<file path="config.mk">
export PLATFORM = sky130hd
export DESIGN_NAME = bin2bcd_seq
export DESIGN_NICKNAME = d
export VERILOG_FILES = /design/src/rtl/bin2bcd_pkg.sv /design/src/rtl/bcd_digit_adj.sv /design/src/rtl/bin2bcd_seq.sv
export SDC_FILE = /design/constraint.sdc
export NUM_CORES = 1
export LEC_CHECK = 0
export CORE_ASPECT_RATIO = 0.6
export CORE_UTILIZATION = 30
export CTS_BUF_LIST = sky130_fd_sc_hd__clkbuf_16
export DETAILED_ROUTE_END_ITERATION = 10
export GPL_ROUTABILITY_DRIVEN = 0
export SLEW_MARGIN = 20
export SYNTH_ARGS = -nofsm -noshare
export SYNTH_HDL_FRONTEND = slang
export SYNTH_SLANG_ARGS = --single-unit
</file>
<file path="constraint.sdc">
create_clock -name clk -period 2 [get_ports clk]
set_input_delay 0.4 -clock clk [delete_from_list [all_inputs] [get_ports clk]]
set_output_delay 0.4 -clock clk [all_outputs]
set_load 0.1 [all_outputs]
</file>
<file path="src/rtl/bin2bcd_pkg.sv">
// Shared types and default sizing for the sequential binary-to-BCD converter.
// Optional build macro: LEADING_ZERO_BLANK_EN (leading-zero blank flags).
package bin2bcd_pkg;

  localparam int BIN_W_DEF   = 20;
  localparam int DIGITS_DEF  = 6;
  localparam int BCD_MAX_DEF = 999999;

  // Shift counter must hold 0..BIN_W
  localparam int CNT_W_DEF   = $clog2(BIN_W_DEF + 1);

  typedef enum logic [1:0] {
    S_IDLE  = 2'd0,
    S_SHIFT = 2'd1,
    S_DONE  = 2'd2
  } state_e;

endpackage

</file>
<file path="src/rtl/bcd_digit_adj.sv">
// Single-digit double-dabble correction: a digit of 5 or more gets +3 so the
// following left shift carries correctly into the next decimal digit.
module bcd_digit_adj (
  input  logic [3:0] d_i,
  output logic [3:0] d_o
);

  // Add 3 when the digit would reach 10 or more after doubling
  always_comb begin
    d_o = d_i;
    if (d_i >= 4'd5) begin
      d_o = d_i + 4'd3;
    end
  end

endmodule

</file>
<file path="src/rtl/bin2bcd_seq.sv">
// Sequential binary-to-BCD converter (shift-add-3), one input bit per clock.
// Feeds the 6-digit seven-segment scanner: bcd_out/ovf only change when a
// conversion completes, so the scanner never sees a partial result.
// Optional build macro: LEADING_ZERO_BLANK_EN drives blank_mask; without it
// blank_mask is tied to zero.
//
// Handshake: start is sampled only while idle (busy=0); the edge that sees
// start=1 in IDLE accepts bin_in. busy then stays high for BIN_W+1 cycles and
// done pulses for one cycle in the last of them, with bcd_out/ovf already
// updated. start while busy is dropped, never queued.
module bin2bcd_seq
  import bin2bcd_pkg::*;
#(
  parameter int BIN_W   = BIN_W_DEF,
  parameter int DIGITS  = DIGITS_DEF,
  parameter int BCD_MAX = BCD_MAX_DEF
) (
  input  logic                  clk,
  input  logic                  rst_n,
  input  logic                  start,
  input  logic [BIN_W-1:0]      bin_in,
  output logic                  busy,
  output logic                  done,
  output logic [4*DIGITS-1:0]   bcd_out,
  output logic                  ovf,
  output logic [DIGITS-1:0]     blank_mask,
  output logic [1:0]            dbg_state_o
);

  localparam int CNT_W = $clog2(BIN_W + 1);
  localparam int BCD_W = 4 * DIGITS;
  localparam logic [BIN_W-1:0] BCD_MAX_V = BIN_W'(BCD_MAX);
  localparam logic [CNT_W-1:0] LAST_SHIFT = CNT_W'(BIN_W - 1);

  state_e               state_q, state_d;
  logic [CNT_W-1:0]     cnt_q, cnt_d;
  logic [BIN_W-1:0]     bin_q, bin_d;
  logic [BCD_W-1:0]     bcd_q, bcd_d;
  logic                 ovf_pend_q, ovf_pend_d;
  logic [BCD_W-1:0]     bcd_out_q, bcd_out_d;
  logic                 ovf_q, ovf_d;

  logic [BCD_W-1:0]       adj;
  logic [BCD_W+BIN_W-1:0] work_sh;
  logic                   last_shift;

  // Per-digit +3 correction applied to the working BCD register
  for (genvar g = 0; g < DIGITS; g++) begin : g_adj
    bcd_digit_adj u_adj (
      .d_i (bcd_q[4*g +: 4]),
      .d_o (adj[4*g +: 4])
    );
  end

  assign work_sh    = {adj, bin_q} << 1;
  assign last_shift = (state_q == S_SHIFT) && (cnt_q == LAST_SHIFT);

  // State and working registers
  always_ff @(posedge clk or negedge rst_n) begin
    if (!rst_n) begin
      state_q    <= S_IDLE;
      cnt_q      <= '0;
      bin_q      <= '0;
      bcd_q      <= '0;
      ovf_pend_q <= 1'b0;
      bcd_out_q  <= '0;
      ovf_q      <= 1'b0;
    end else begin
      state_q    <= state_d;
      cnt_q      <= cnt_d;
      bin_q      <= bin_d;
      bcd_q      <= bcd_d;
      ovf_pend_q <= ovf_pend_d;
      bcd_out_q  <= bcd_out_d;
      ovf_q      <= ovf_d;
    end
  end

  // Next-state, datapath update and handshake outputs
  always_comb begin
    state_d    = state_q;
    cnt_d      = cnt_q;
    bin_d      = bin_q;
    bcd_d      = bcd_q;
    ovf_pend_d = ovf_pend_q;
    bcd_out_d  = bcd_out_q;
    ovf_d      = ovf_q;
    busy       = 1'b0;
    done       = 1'b0;

    case (state_q)
      S_IDLE: begin
        if (start) begin
          state_d = S_SHIFT;
          cnt_d   = '0;
          bcd_d   = '0;
          // Out-of-range operands saturate so the display shows all nines
          if (bin_in > BCD_MAX_V) begin
            bin_d      = BCD_MAX_V;
            ovf_pend_d = 1'b1;
          end else begin
            bin_d      = bin_in;
            ovf_pend_d = 1'b0;
          end
        end
      end
      S_SHIFT: begin
        busy  = 1'b1;
        bcd_d = work_sh[BCD_W+BIN_W-1:BIN_W];
        bin_d = work_sh[BIN_W-1:0];
        cnt_d = cnt_q + CNT_W'(1);
        // Final result is published on the edge into DONE so it is visible
        // in the same cycle as the done pulse
        if (last_shift) begin
          state_d   = S_DONE;
          bcd_out_d = work_sh[BCD_W+BIN_W-1:BIN_W];
          ovf_d     = ovf_pend_q;
        end
      end
      S_DONE: begin
        busy    = 1'b1;
        done    = 1'b1;
        state_d = S_IDLE;
      end
      default: begin
        state_d = S_IDLE;
      end
    endcase
  end

  assign bcd_out     = bcd_out_q;
  assign ovf         = ovf_q;
  assign dbg_state_o = state_q;

`ifdef LEADING_ZERO_BLANK_EN
  logic [DIGITS-1:0] blank_q, blank_d, blank_calc;
  logic              zero_above;

  // Flag each digit that is zero with only zeros above it; digit 0 always shown
  always_comb begin
    blank_calc = '0;
    zero_above = 1'b1;
    for (int i = DIGITS - 1; i >= 1; i--) begin
      zero_above    = zero_above && (work_sh[BIN_W + 4*i +: 4] == 4'd0);
      blank_calc[i] = zero_above;
    end
    blank_d = last_shift ? blank_calc : blank_q;
  end

  // Blank flags update together with bcd_out
  always_ff @(posedge clk or negedge rst_n) begin
    if (!rst_n) begin
      blank_q <= '0;
    end else begin
      blank_q <= blank_d;
    end
  end

  assign blank_mask = blank_q;
`else
  assign blank_mask = '0;
`endif

endmodule

</file>
# Word level (Yosys, flattened, before mapping)
# Index checks and enable logic that the tools add are counted.
[totals]
ff_bits = 77
inputBits = 23
output_inout_bits = 35
word_cells = 53
[classes]
n_addsub = 7
order_cmp = 7
n_eq_ne = 5
mux = 19
reduce_logical = 8
[op_table]
columns = ["cell", "n"]
rows = [
  ["24-bit one-hot mux with 2 select lines", 1],
  ["20-bit 2-to-1 mux", 2],
  ["20-bit one-hot mux with 2 select lines", 1],
  ["4-bit by 3-bit greater-or-equal comparator with 1-bit output (second input constant)", 6],
  ["24-bit 2-to-1 mux", 1],
  ["4-bit by 2-bit adder with 4-bit output (second input constant)", 5],
  ["20-bit greater-than comparator (second input constant)", 1],
  ["4-bit 2-to-1 mux", 5],
  ["5-bit one-hot mux with 2 select lines", 1],
  ["2-bit AND reduction", 4],
  ["5-bit by 1-bit adder with 5-bit output (second input constant)", 1],
  ["5-bit == test (second input constant)", 1],
  ["5-bit 2-to-1 mux", 1],
  ["2-bit 2-to-1 mux", 2],
  ["2-bit != test (second input constant)", 2],
  ["2-bit one-hot mux with 2 select lines", 1],
  ["3-bit by 2-bit adder with 3-bit output (second input constant)", 1],
  ["1-bit 2-to-1 mux", 3],
  ["3-bit 2-to-1 mux", 1],
  ["2-bit by 1-bit == test with 1-bit output (second input constant)", 1],
  ["2-bit == test (second input constant)", 1],
  ["2-bit zero test", 1],
  ["2-bit nonzero test", 1],
  ["2-bit OR reduction", 1],
  ["1-bit logical AND", 1],
]

# Longest topological paths before layout
[logic_depth]
word_depth = 4
mapped_depth = 8

# By module
# A second synthesis with hierarchy kept.
[hier_totals]
hier_cells = 349
area_unflattened_um2 = 3804.9
[by_module_without_submodules]
columns = ["mod", "n_inst", "cells_each", "area_each_um2"]
rows = [
  ["bin2bcd_seq", 1, 253, 3196.8],
  ["bcd_digit_adj", 6, 16, 101.3],
]

# Least setup slack after synthesis
# No wires, ideal clock.
[synth_timing]
path_type = "reg2out"
startpoint = "register state_q[0], in the netlist dbg_state_o[0]"
endpoint = "output busy"
arrival_ns = 1.972
required_time_ns = 1.600
path_slack_ns = -0.372
stages_incl_launch_ff = 3
n_path_buf = 0
cell_sequence = "dfrtp_1 inv_1 ha_1"
[synth_between]
elab_chain_cells = 3
[synth_rtl]
columns = ["item", "line_no", "rtl"]
rows = [
  ["start: declaration", "bin2bcd_seq.sv:35", "state_e state_q, state_d;"],
  ["start signal: assignment", "bin2bcd_seq.sv:69", "state_q <= state_d;"],
  ["2-bit by 1-bit == test with 1-bit output / 2-bit == test (equally long branches)", "bin2bcd_seq.sv:91", "case (state_q)"],
  ["2-bit OR reduction (no source line) (*)", "n/a", ""],
  ["1-bit 2-to-1 mux (*)", "bin2bcd_seq.sv:91", ""],
  ["end: declaration", "bin2bcd_seq.sv:22", "output logic busy,"],
]
# Mark *: on every way between the ends. The rest lies on a longest branch, timed or not.

# Worst setup path after layout
[layout_timing]
startpoint = "register state_q[1], in the netlist dbg_state_o[1]"
endpoint = "register cnt_q[3]"
[layout_between]
elab_chain_cells = 3
[layout_rtl]
columns = ["item", "line_no", "rtl"]
rows = [
  ["2-bit by 1-bit == test with 1-bit output / 2-bit zero test (equally long branches)", "bin2bcd_seq.sv:91", ""],
  ["2-bit nonzero test (no source line) / 2-bit != test (equally long branches)", "n/a", ""],
  ["2-bit AND reduction (no source line)", "n/a", ""],
  ["end signal: assignment", "bin2bcd_seq.sv:70", "cnt_q <= cnt_d;"],
  ["end: declaration", "bin2bcd_seq.sv:36", "logic [CNT_W-1:0] cnt_q, cnt_d;"],
]
# Several ways; a longest one is shown, not always the timed one.
# A chain may end at the register's enable or synchronous reset.

==> out/qor.yml <==
logic_synthesis:
  yosysMostFrequentCell: "dfrtp_1"
  synth-edff-count: 0
  ys_warn_count: 0
  synthArstFlopShare: 1.000
  ys.flop_type: "dfrtp_1"
  syn_inst: 369
  ys_seq_area_frac: 0.5108
  synth_area_leaders: "dfrtp_1 51%, o21ai_0 5.4%, ha_1 5.3%"
  ys_ff_latch: 77
  synthesis.area_um2: 3772
  synth_cell_types: 40
  synth_top_cell_area_share: 0.5108
  synth_area_leader_cell: "dfrtp_1"
  syn_area_per_cell_um2: 10.22
  yosys-top-cells-count: "77 x dfrtp_1, 41 x o21ai_0, 39 x nand2_1, 33 x a21oi_1, 21 x nor2_1"
sta:
  worstMarginPinSlew_ns: 0.5087
  finClkSkew_ns: 0.004508
  finalSetupViolCount: 0
  final.setup.tns_ns: 0
  setup_ws_ns: 0.2224
  final_max_slew_viol_count: 0
  fin_crit_ns: 1.778
  rsz0062_at_grt: "false"
  min_period_over_period: 0.8888
  fmax_mhz: 562.6
  hold_viol: 0
  slew_headroom: 0.6608
power_and_ir_drop:
  power_frac_clock: 0.283
  pwr_density_cell_nw_per_um2: 1443
  p_leak_nw: 2.135
  p_sw_mw: 2.516
  internal_power_mw: 4.433
  irDropWorstVdd_v: 0.0009152
  seqPwrFrac: 0.336
  power.share.switching: 0.3621
  p_comb_frac: 0.381
placed_design:
  portBuffers: 51
  post-place-ws_ns: 0.04207
  hpwl_mm: 6.060
cts:
  cts.path.max_buffers: 2
  cts_tree: "done"
  clk_pin_slew_ns: 0.06
  cts_hold_buffers: 0
  cts_resized: 0
  clock_latency_ns: 0.34
  cts-root-buf: "clkbuf_16"
  cts_max_level: 3
  post_cts_buffers: 0
  numCtsBuffers: 9
  clock_sinks: 77
worst_setup_path:
  path_class: "flop to flop"
  arrival_ns: 2.01
  worst_ep_required_time_ns: 2.23
  start_kind: "flop"
  crit_chain: "inv_1 > ha_2 > mux2_4 > nand4_1 > xor2_1 > nor2_1"
  crit_buf_inv: 1
  end_kind: "flop"
  critPathTopFamily: "multiplexers"
  cp_max_fo: 32
  slowest_stage: "mux2_4"
  slowest_delay_ns: 0.47
final_layout:
  drive_gt1_frac: 0.1963
  regArea_um2: 1929
  insertedDiodeCount: 0
  fillCellCount: 1189
  areaGrowthSynthToFinish_pct: 27.66
  nets: 467
  multi_input_area_um2: 1643
global_routing:
  first_global_vias: 2857
  grt_overflow: 0
  grtUsageTotal: 0.1393
  grt_pass1_wl_mm: 13.96
  antenna_found_initial: 0
  grt_max_degree: 39
die:
  top_level_ports: 58
  dieArea_um2: 13040
  die_w_um: 146.8
  core_um2: 12140
  rows: 31
  die_y_um: 88.86
  start_util: 0.3107
route:
  post_drt_via_cell_ratio: 4.759
  drt-total-wl_mm: 8.220
  dr.pass1.iters: 4
  antenna_left: 0
  post-route-drc-count: 0
  drt_iter0_markers: 142
  wl_per_cell_um: 13.75
  vias: 2846
flow_run:
  drv_cap: 0
worst_hold_path:
  min_path_type: "input pin to async pin"
run_status:
  status: "finished clean"
-- worst paths after layout --
path,from,end,slack [ns],depth (start not counted)
max,dbg_state_o[1]$_DFFE_PN0P_,cnt_q[3]$_DFFE_PN0P_,0.22,6
min,rst_n,bcd_out[15]$_DFFE_PN0P_,0.04,1
max reg2reg,dbg_state_o[1]$_DFFE_PN0P_,cnt_q[3]$_DFFE_PN0P_,0.22,6
min reg2reg,bcd_out[11]$_DFFE_PN0P_,bcd_out[11]$_DFFE_PN0P_,0.48,2
max in group asynchronous,rst_n,bcd_out[4]$_DFFE_PN0P_,1.38,2
min in group clk,bcd_out[11]$_DFFE_PN0P_,bcd_out[11]$_DFFE_PN0P_,0.48,2
-- registers in the layout (all words and copies together), names as in the netlist --
register / count
bcd_out: 24
dbg_state_o: 2
bin_q: 20
cnt_q: 5
bcd_q: 24
ovf: 1
ovf_pend_q: 1
-- area by class of cell --
class	instances	share of cell area
Inverter	19	0.01481
Clock inverter	7	0.02858
Multi-Input combinational cell	256	0.3411
Timing Repair Buffer	65	0.1252
Clock buffer	9	0.04677
Sequential cell	77	0.4006
Tap cell	165	0.04287
-- layout by cell type, fill, tap and decap left out, types with 2 or more instances in the layout --
master           instances
mux2i_1                  4
clkdlybuf4s50_1         21
o31ai_1                  6
ha_2                     2
buf_4                   39
nand4_1                  3
mux2_2                   9
nor3b_1                 11
clkbuf_16                9
xnor2_1                  6
ha_1                    14
o21ai_0                 41
buf_12                   5
nand2b_1                 7
a21oi_1                 33
inv_1                   19
a22o_2                   5
o22ai_1                 17
conb_1                   6
a22oi_1                  4
dfrtp_2                  2
and3_2                   2
xor2_1                   3
nand2_1                 39
o21ai_1                  2
nor2_1                  21
a32o_1                   6
a21o_1                   3
dfrtp_1                 75
bufinv_16                4
-- power groups by stage --
stage | Clock [mW] | Sequential (mW) | Combinational (mW)
finish | 1.97 | 2.33 | 2.64
global placement | 0 | 2.33 | 2.57
detailed placement | 0 | 2.35 | 2.66
floorplan | 0 | 2.34 | 1.98
global route | 2.08 | 2.41 | 2.97
CTS | 2.01 | 2.33 | 2.66
-- through the flow --
| stage | instance area, um^2 | hold slack, ns | std cells | utilization | power [mW] |
|---|---|---|---|---|---|
| floorplan | 3799 | 0.1044 | 374 | - | 4.316 |
| global placement | 4453 | 0.3991 | 582 | 0.3668 | 4.905 |
| detailed placement | 4453 | 0.4059 | 582 | 0.3668 | 5.009 |
| CTS | 4816 | 0.04059 | 598 | 0.3967 | 7.005 |
| global route | 4816 | 0.05604 | 598 | 0.3967 | 7.454 |
| finish | 4816 | 0.03655 | 598 | 0.3967 | 6.949 |
-- cells by family (layout without fill, tap and decap cells) --
kind of cell               after synthesis  in the layout  synth area share
buffers and inverters                   41            100           0.06003
and+or+nand+nor                         90             90            0.1174
other                                    1              6         0.0009941
AOI/OAI and AO/OA                      121            121            0.1954
muxes                                   14             14           0.04146
xor gates and xnor gates                 9              9           0.02090
DFF                                     77             77            0.5108
adders and majority gates               16             16           0.05307
-- routing by layer --
metal	part of all wire	global-route usage
met1	0.52	0.1883
met2	0.42	0.2150
met3	0.052	0.05258
met4	0.0069	0.02557
met5	0	0
No activity file was read; power rests on OpenSTA's default activity.
